## config.mk

```make
export PLATFORM = sky130hd
export DESIGN_NAME = cache_wb_buffer
export DESIGN_NICKNAME = d
export VERILOG_FILES = /design/src/rtl/cache_wb_buffer.sv
export SDC_FILE = /design/constraint.sdc
export NUM_CORES = 1
export LEC_CHECK = 0
export BUFFER_PORTS_ARGS = -buffer_cell sky130_fd_sc_hd__buf_2
export CAP_MARGIN = 40
export CORE_UTILIZATION = 48
export DETAILED_ROUTE_END_ITERATION = 16
export GPL_ROUTABILITY_DRIVEN = 0
export PLACE_DENSITY = 0.89
export SETUP_SLACK_MARGIN = 0.02
export SKIP_CTS_REPAIR_TIMING = 1
export SYNTH_ARGS = -nofsm -noshare
export SYNTH_HDL_FRONTEND = slang
export SYNTH_SLANG_ARGS = --single-unit
```

## constraint.sdc

```tcl
create_clock -name clk_i -period 8.1 [get_ports clk_i]
set_clock_uncertainty 0.2 [all_clocks]
set_input_delay 1.215 -clock clk_i [delete_from_list [all_inputs] [get_ports clk_i]]
set_output_delay 1.215 -clock clk_i [all_outputs]
set_load 0.03 [all_outputs]
```

## src/rtl/cache_wb_buffer.sv

```systemverilog
// Victim write-back buffer: queues dirty evicted lines in FIFO order, drains them to
// memory over a valid/ready channel and lets refills snoop queued lines.
module cache_wb_buffer #(
    parameter int NUM_ENTRIES = 2,
    parameter int ADDR_W      = 32,
    parameter int LINE_W      = 128,
    parameter int OFFS_W      = 4
) (
    input  logic              clk_i,
    input  logic              rst_ni,
    input  logic              push_valid_i,
    input  logic [ADDR_W-1:0] push_addr_i,
    input  logic [LINE_W-1:0] push_data_i,
    output logic              push_ready_o,
    output logic              mem_valid_o,
    output logic [ADDR_W-1:0] mem_addr_o,
    output logic [LINE_W-1:0] mem_data_o,
    input  logic              mem_ready_i,
    input  logic [ADDR_W-1:0] snoop_addr_i,
    output logic              snoop_hit_o,
    output logic [LINE_W-1:0] snoop_data_o,
    output logic              empty_o,
    output logic              full_o
);

    localparam int PTR_W = $clog2(NUM_ENTRIES);
    localparam int CNT_W = PTR_W + 1;
    localparam int LA_W  = ADDR_W - OFFS_W;

    typedef enum logic [0:0] {
        DRAIN_IDLE = 1'b0,
        DRAIN_REQ  = 1'b1
    } drain_state_t;

    logic [LA_W-1:0]        addr_mem_r [NUM_ENTRIES];
    logic [LINE_W-1:0]      data_mem_r [NUM_ENTRIES];
    logic [NUM_ENTRIES-1:0] valid_r;
    logic [PTR_W-1:0]       wr_ptr_r;
    logic [PTR_W-1:0]       rd_ptr_r;
    logic [CNT_W-1:0]       count_r;
    logic [CNT_W-1:0]       count_next_s;
    drain_state_t           state_r;
    logic                   mem_valid_r;
    logic                   full_s;
    logic                   push_fire_s;
    logic                   drain_fire_s;
    logic                   snoop_hit_s;
    logic [LINE_W-1:0]      snoop_data_s;
    logic [PTR_W-1:0]       snoop_idx_s;
    logic                   unused_offs_s;

    // Offset bits of incoming addresses carry no meaning at line granularity.
    assign unused_offs_s = ^{push_addr_i[OFFS_W-1:0], snoop_addr_i[OFFS_W-1:0]};

    assign full_s       = (count_r == CNT_W'(NUM_ENTRIES));
    assign full_o       = full_s;
    assign empty_o      = (count_r == {CNT_W{1'b0}});
    assign push_ready_o = ~full_s;
    assign push_fire_s  = push_valid_i & ~full_s;
    assign drain_fire_s = mem_valid_r & mem_ready_i;

    assign mem_valid_o  = mem_valid_r;
    assign mem_addr_o   = {addr_mem_r[rd_ptr_r], {OFFS_W{1'b0}}};
    assign mem_data_o   = data_mem_r[rd_ptr_r];
    assign snoop_hit_o  = snoop_hit_s;
    assign snoop_data_o = snoop_data_s;

    // Occupancy after this cycle's push and drain fires.
    always_comb begin
        count_next_s = count_r;
        case ({push_fire_s, drain_fire_s})
            2'b10:   count_next_s = count_r + CNT_W'(1);
            2'b01:   count_next_s = count_r - CNT_W'(1);
            default: count_next_s = count_r;
        endcase
    end

    // Line storage is written only on a push fire and is deliberately not reset.
    always_ff @(posedge clk_i) begin
        if (push_fire_s) begin
            addr_mem_r[wr_ptr_r] <= push_addr_i[ADDR_W-1:OFFS_W];
            data_mem_r[wr_ptr_r] <= push_data_i;
        end
    end

    // Valid bits, pointers and occupancy.
    always_ff @(posedge clk_i or negedge rst_ni) begin
        if (!rst_ni) begin
            valid_r  <= {NUM_ENTRIES{1'b0}};
            wr_ptr_r <= {PTR_W{1'b0}};
            rd_ptr_r <= {PTR_W{1'b0}};
            count_r  <= {CNT_W{1'b0}};
        end else begin
            if (push_fire_s) begin
                valid_r[wr_ptr_r] <= 1'b1;
                wr_ptr_r          <= wr_ptr_r + PTR_W'(1);
            end
            if (drain_fire_s) begin
                valid_r[rd_ptr_r] <= 1'b0;
                rd_ptr_r          <= rd_ptr_r + PTR_W'(1);
            end
            count_r <= count_next_s;
        end
    end

    // Drain FSM; mem_valid is a register so the request stays stable until accepted.
    always_ff @(posedge clk_i or negedge rst_ni) begin
        if (!rst_ni) begin
            state_r     <= DRAIN_IDLE;
            mem_valid_r <= 1'b0;
        end else begin
            case (state_r)
                DRAIN_IDLE: begin
                    if (count_r != {CNT_W{1'b0}}) begin
                        state_r     <= DRAIN_REQ;
                        mem_valid_r <= 1'b1;
                    end
                end
                DRAIN_REQ: begin
                    if (drain_fire_s && (count_next_s == {CNT_W{1'b0}})) begin
                        state_r     <= DRAIN_IDLE;
                        mem_valid_r <= 1'b0;
                    end
                end
                default: begin
                    state_r     <= DRAIN_IDLE;
                    mem_valid_r <= 1'b0;
                end
            endcase
        end
    end

    // Walk oldest to newest so the most recent matching copy of a line wins.
    always_comb begin
        snoop_hit_s  = 1'b0;
        snoop_data_s = {LINE_W{1'b0}};
        snoop_idx_s  = rd_ptr_r;
        for (int k = 0; k < NUM_ENTRIES; k++) begin
            snoop_idx_s = rd_ptr_r + PTR_W'(k);
            if (valid_r[snoop_idx_s] &&
                (addr_mem_r[snoop_idx_s] == snoop_addr_i[ADDR_W-1:OFFS_W])) begin
                snoop_hit_s  = 1'b1;
                snoop_data_s = data_mem_r[snoop_idx_s];
            end else begin
                snoop_hit_s  = snoop_hit_s;
                snoop_data_s = snoop_data_s;
            end
        end
    end

endmodule

```

==> flow_summary.yaml, run 1 <==
critical_path:
  r2r_start: "count_r[0]"
  endpoint_kind: "output port"
  ff2ff_setup_slack_ns: 5.46
  cp_max_fo: 123
  r2r_end: "data_mem_r[1][62]"
  crit_required_ns: 6.68
  worstSetupStartpointType: "flip-flop"
  reg2reg_depth: 3
  cp-startpoint: "rd_ptr_r"
  path_class: "reg2out"
  critPathArrivalTime_ns: 4.74
power:
  p_per_area_mw_per_mm2: 355
  p_leak_uw: 0.00802
  ir_drop_v: 0.000252
grt:
  grt_max_degree: 285
  busiest_layer: "met2"
  grt_pass1_wl_mm: 67.9
  grt_overflow: 0
  grt_use_total: 0.236
  grt_pass1_vias: 13300
  met2_usage: 0.426
  met3_usage: 0.0558
  antenna_found_initial: 15
  grt_use_met1: 0.256
timing:
  hold_viol: 0
  relSlewSlack: 0.129
  drv_slew: 0
  setup_viol: 0
  period_needed_ns: 6.16
  grt_setup_unrepaired: "false"
  fin_setup_tns_ns: 0
  setup_ws_ns: 1.94
  finalCritPeriodShare: 0.760
  fmax_mhz: 162
  tightestPinTransition_ns: 1.31
cells_and_area:
  stdcell_count: 2411
  drive_gt1_frac: 0.352
  nFillCells: 2726
  nets: 2118
  syn2layout_area_growth_pct: 21.2
  final_cell_mix: "buf_2, edfxtp_1, nand3_1, nand3b_1"
  layout_commonest_cell: "buf_2"
floorplan:
  initial_core_util: 0.493
  ios: 489
  die_area_sq_mm: 0.0366
  die_w_um: 191
  rows: 68
  die_h_um: 191
  coreArea_sq_mm: 0.0349
place:
  placed_cells: 2339
  numPortBuffers: 476
  place_ws_ns: 2.62
  place_hpwl_mm: 30.1
logic_synthesis:
  synthesis.area_sq_mm: 0.0172
  seq_area_frac_synth: 0.557
  ys_seq_elements: 320
  synthDistinctLibCells: 44
  ys_warn_count: 0
  syn_area_per_cell_sq_um: 11.3
  synthCells: 1514
clock_network:
  path_clk_slew_ns: 0.06
  clkSinkCount: 320
  cts_root_buf: "clkbuf_16"
  htree_num_levels: 2
  cts_tree: "built"
  numCtsBuffers: 35
  clk_latency_ns: 0.51
  max-clock-path-buffers: 3
min_path:
  holdPathStages: 1
  hold_end: "mem_valid_o"
  holdCritPathClass: "reg2reg"
  hold_start: "mem_valid_o"
detailed_routing:
  first_pass_iters: 5
  avgViaCountPerCell: 5.67
  post-route-drc-count: 0
  drt-initial-drc-count: 786
  drtAntennaViolNets: 0
  vias: 13700
  wl_per_cell_um: 18.9
  drt_wl_total_mm: 45.6
status:
  status: "finished, final reports clean"
job:
  maxCapViolCount: 0
-- through the flow --
step	hold slack [ns]	total power (uW)	area (sq um)	util
floorplan	0.277	5030	17200	-
global placement	0.295	5650	19600	0.562
detailed placement	0.304	5820	19700	0.564
CTS	0.319	7400	20800	0.596
global route	0.328	7740	20800	0.597
finish	0.319	7390	20800	0.597
-- layout make-up --
| class | count | area (sq um) | share of cell area |
|---|---|---|---|
| Clock inverter | 14 | 140 | 0.00673 |
| Timing Repair Buffer | 491 | 2610 | 0.125 |
| Antenna cell | 12 | 30.0 | 0.00144 |
| Inverter | 13 | 48.8 | 0.00234 |
| Tap cell | 455 | 569 | 0.0273 |
| Multi-Input combinational cell | 1060 | 6890 | 0.331 |
| Sequential cell | 320 | 9570 | 0.460 |
| Clock buffer | 46 | 970 | 0.0466 |
-- worst max path at each step --
stage / end / cells past startpoint
after floorplan: valid_r[0] / 3
after global placement: snoop_data_o[87] / 10
after detailed placement: snoop_data_o[87] / 9
after CTS: snoop_data_o[31] / 10
after global routing: snoop_data_o[8] / 10
final: snoop_data_o[31] / 10
-- metal layers --
| layer | vias up | part of all wire |
|---|---|---|
| li1 | 6358 | - |
| met1 | 6559 | 0.36 |
| met2 | 606 | 0.51 |
| met3 | 146 | 0.079 |
| met4 | 6 | 0.050 |
| met5 | - | 0.00090 |
-- kinds of logic after synthesis --
| group | share of synthesized area |
|---|---|
| simple gates | 0.242 |
| flops | 0.557 |
| compound gates | 0.0899 |
| buf+inv | 0.0448 |
| xor+xnor | 0.0311 |
| mux | 0.0341 |
| fa+ha+maj | 0.000728 |
| other cells | 0.000218 |
-- power by group --
group | switching, uW | internal, uW
registers | 190 | 2280
clock network | 630 | 934
logic | 2190 | 1160
-- state kept, by name (all words and copies together) (netlist names) --
register     cells
rd_ptr_r         1
state_r          1
addr_mem_r      56
count_r          2
wr_ptr_r         1
mem_valid_o      1
data_mem_r     256
valid_r          2
-- worst max-delay path: stages, from the launching register on --
cell	delay, ns
dfrtp_4	0.69
buf_16	0.32
mux2i_1	0.28
xor2_1	0.22
nand4_1	0.14
nor4_2	0.53
and2_4	0.68
buf_12	0.44
nand3_1	0.17
a31oi_1	0.28
buf_2	0.25
-- synth_stat cells --
cell,count,share of area
or3_1,1,0.00036
and3_1,1,0.00036
ha_1,1,0.00073
nand3b_1,128,0.056
or2_2,121,0.044
nor4_2,2,0.0015
edfxtp_1,312,0.55
xnor2_1,35,0.018
nand2b_1,8,0.0029
and4_1,1,0.00051
nor4_1,5,0.0018
nor2b_1,121,0.044
nor2_1,5,0.0011
and2_1,121,0.044
xor2_1,26,0.013
o21ai_0,125,0.036
mux2i_1,35,0.020
and2_2,1,0.00044
a2bb2oi_1,1,0.00051
conb_1,1,0.00022
mux2_4,2,0.0017
clkbuf_1,64,0.014
buf_2,26,0.0076
o31a_1,1,0.00051
mux2_1,4,0.0026
nand3_1,131,0.038
buf_4,9,0.0039
nand4_1,7,0.0025
mux2_2,13,0.0085
a31oi_2,3,0.0022
o22a_1,1,0.00051
a21oi_1,1,0.00029
a21o_1,7,0.0031
a31oi_1,125,0.046
nor3_1,1,0.00029
nand2_1,19,0.0042
o211ai_1,1,0.00044
buf_6,23,0.015
mux2i_2,1,0.00080
inv_1,13,0.0028
buf_12,1,0.0012
o21a_1,1,0.00044
buf_1,1,0.00022
dfrtp_1,8,0.012
(Power assumes the default switching activity.)
==> run 2, diff against run 1 <==
--- a/config.mk
+++ b/config.mk
@@ -5,12 +5,14 @@
 export SDC_FILE = /design/constraint.sdc
 export NUM_CORES = 1
 export LEC_CHECK = 0
+export ABC_AREA = 1
 export BUFFER_PORTS_ARGS = -buffer_cell sky130_fd_sc_hd__buf_2
 export CAP_MARGIN = 40
-export CORE_UTILIZATION = 48
+export CORE_AREA = 2 2 188 190
 export DETAILED_ROUTE_END_ITERATION = 16
+export DIE_AREA = 0 0 190 192
 export GPL_ROUTABILITY_DRIVEN = 0
-export PLACE_DENSITY = 0.89
+export PLACE_DENSITY = 0.87
 export SETUP_SLACK_MARGIN = 0.02
 export SKIP_CTS_REPAIR_TIMING = 1
 export SYNTH_ARGS = -nofsm -noshare
==> constraint.sdc (replaced) <==
create_clock -name clk_i -period 6 [get_ports clk_i]
set_clock_uncertainty 0.2 [all_clocks]
set_input_delay 0.9 -clock clk_i [delete_from_list [all_inputs] [get_ports clk_i]]
set_output_delay 0.9 -clock clk_i [all_outputs]
set_load 0.03 [all_outputs]
==> flow_summary.yaml, run 2 <==
place:
  place_hpwl_mm: 33.8
  place_ws_ns: 1.13
  numPortBuffers: 476
detailed_routing:
  drt_wl_total_mm: 51.4
  first_pass_iters: 6
  vias: 16200
  wl_per_cell_um: 17.5
  drt-initial-drc-count: 1499
  avgViaCountPerCell: 5.52
  drtAntennaViolNets: 0
  post-route-drc-count: 0
timing:
  grt_setup_unrepaired: "false"
  relSlewSlack: 0.453
  setup_ws_ns: 0.436
  hold_viol: 0
  period_needed_ns: 5.56
  drv_slew: 0
  setup_viol: 0
  fmax_mhz: 180
  tightestPinTransition_ns: 0.820
  finalCritPeriodShare: 0.927
  fin_setup_tns_ns: 0
cells_and_area:
  multi_input_area_sq_mm: 0.00596
  syn2layout_area_growth_pct: 22.2
  final_cell_mix: "nand2_1, buf_2, edfxtp_1, o21ai_0, inv_1"
  nFillCells: 2772
  top_register: "data_mem_r"
  seqCellArea_sq_mm: 0.00957
  drive_gt1_frac: 0.224
  nets: 2637
  layout_commonest_cell: "nand2_1"
  largest_reg_flops: 256
  top_regs: "data_mem_r x256, addr_mem_r x56"
logic_synthesis:
  syn_area_per_cell_sq_um: 8.33
  synth-edff-count: 312
  synth_top_area_share: 0.552
  synth_common_cells: "nand2_1, edfxtp_1, o21ai_0"
  yosysTopAreaCell: "edfxtp_1"
  synth-main-ff-cell: "edfxtp_1"
  async_flop_share: 0.0250
  synthCells: 2036
  seq_area_frac_synth: 0.564
  synthesis.area_sq_mm: 0.0170
  synthMostInstantiatedCell: "nand2_1"
  ys_warn_count: 0
  ys_seq_elements: 320
  synthDistinctLibCells: 22
  synth_area_leaders: "edfxtp_1, nand2_1, o21ai_0, nand3_1, inv_1"
power:
  p_per_area_mw_per_mm2: 493
  p_sw_uw: 4690
  p_clk_frac: 0.209
  ir_drop_v: 0.000366
  combPwrFrac: 0.466
  p_seq_frac: 0.325
  p_sw_frac: 0.459
  p_leak_uw: 0.00973
  intPower_uw: 5530
critical_path:
  reg2reg_depth: 4
  worstSetupStartpointType: "flip-flop"
  ff2ff_setup_slack_ns: 3.31
  r2r_end: "valid_r[0]"
  r2r_start: "rd_ptr_r"
  crit_required_ns: 4.90
  path_class: "reg2out"
  critPathArrivalTime_ns: 4.46
  cp_max_fo: 77
  endpoint_kind: "output port"
clock_network:
  cts_tree: "built"
  path_clk_slew_ns: 0.06
  cts_root_buf: "clkbuf_16"
  clk_latency_ns: 0.51
  clkSinkCount: 320
  htree_num_levels: 2
  numCtsBuffers: 36
  max-clock-path-buffers: 3
grt:
  grt_pass1_vias: 15400
  grt_max_degree: 129
  grt_use_total: 0.267
  grt_overflow: 0
  grt_pass1_wl_mm: 77.5
  antenna_found_initial: 11
floorplan:
  coreArea_sq_mm: 0.0343
  die_w_um: 190
  die_area_sq_mm: 0.0365
  initial_core_util: 0.495
  ios: 489
  rows: 68
  die_h_um: 192
status:
  status: "finished, final reports clean"
job:
  maxCapViolCount: 0
min_path:
  holdCritPathClass: "in2async"
[run 2: cell families after synthesis]
group / count (synthesis) / synth area share
xor+xnor: 3 / 0.00155
flops: 320 / 0.564
other cells: 1 / 0.000221
compound gates: 396 / 0.117
buf+inv: 353 / 0.0878
simple gates: 962 / 0.229
fa+ha+maj: 1 / 0.000737
[run 2: how the worst max path moves through the flow]
| stage | startpoint | endpoint | slack (ns) |
|---|---|---|---|
| finish | rd_ptr_r | snoop_data_o[10] | 0.44 |
| global route | rd_ptr_r | snoop_data_o[10] | 0.26 |
| CTS | rd_ptr_r | snoop_data_o[10] | 0.56 |
| detailed placement | rd_ptr_r | snoop_data_o[10] | 1.13 |
| global placement | rd_ptr_r | snoop_data_o[10] | 1.28 |
| floorplan | count_r[1] | addr_mem_r[1][0] | 0.20 |
[run 2: final cells by class]
| class | count | share of cell area |
|---|---|---|
| multi-input cells | 1366 | 0.287 |
| inverters | 220 | 0.0402 |
| repair buffers | 496 | 0.128 |
| clock inverters | 12 | 0.00670 |
| well taps | 455 | 0.0275 |
| clock buffers | 52 | 0.0474 |
| flip-flops and latches | 320 | 0.462 |
| diodes | 11 | 0.00133 |
[run 2: per-layer routing]
layer	wire (um)	part of all wire	GRT usage
met1	17900	0.35	0.308
met3	5590	0.11	0.0667
met4	2380	0.046	0.123
met2	25500	0.50	0.467
met5	41	0.00080	0
[run 2: metrics by stage]
stage | utilization | cell area (sq um) | power [uW] | std cells | hold slack [ns]
CTS | 0.604 | 20700 | 10200 | 2921 | 0.0119
floorplan | - | 17000 | 6770 | 2039 | 0.273
global route | 0.604 | 20700 | 10800 | 2928 | 0.0177
finish | 0.605 | 20700 | 10200 | 2932 | 0.0254
detailed placement | 0.571 | 19600 | 8060 | 2857 | 0.313
global placement | 0.570 | 19500 | 7830 | 2855 | 0.291
[run 2: critical path, stage by stage (launching register included)]
cell and delay, ns:
dfrtp_4 0.97, buf_4 0.64, nand2_1 0.20, nand3_1 0.15, nand2_1 0.07, nand2_1 0.09
nor2_1 0.05, nand2_1 0.12, nor2_4 0.07, nand2_4 0.47, buf_4 0.41, nand2_1 0.09
a21oi_1 0.26, buf_2 0.26
[run 2: power by group through the flow]
stage	clock, uW	combinational, uW	sequential [uW]
floorplan	0	3450	3320
global placement	0	4510	3320
detailed placement	0	4700	3360
CTS	2160	4730	3320
global route	2240	5200	3380
finish	2130	4770	3320
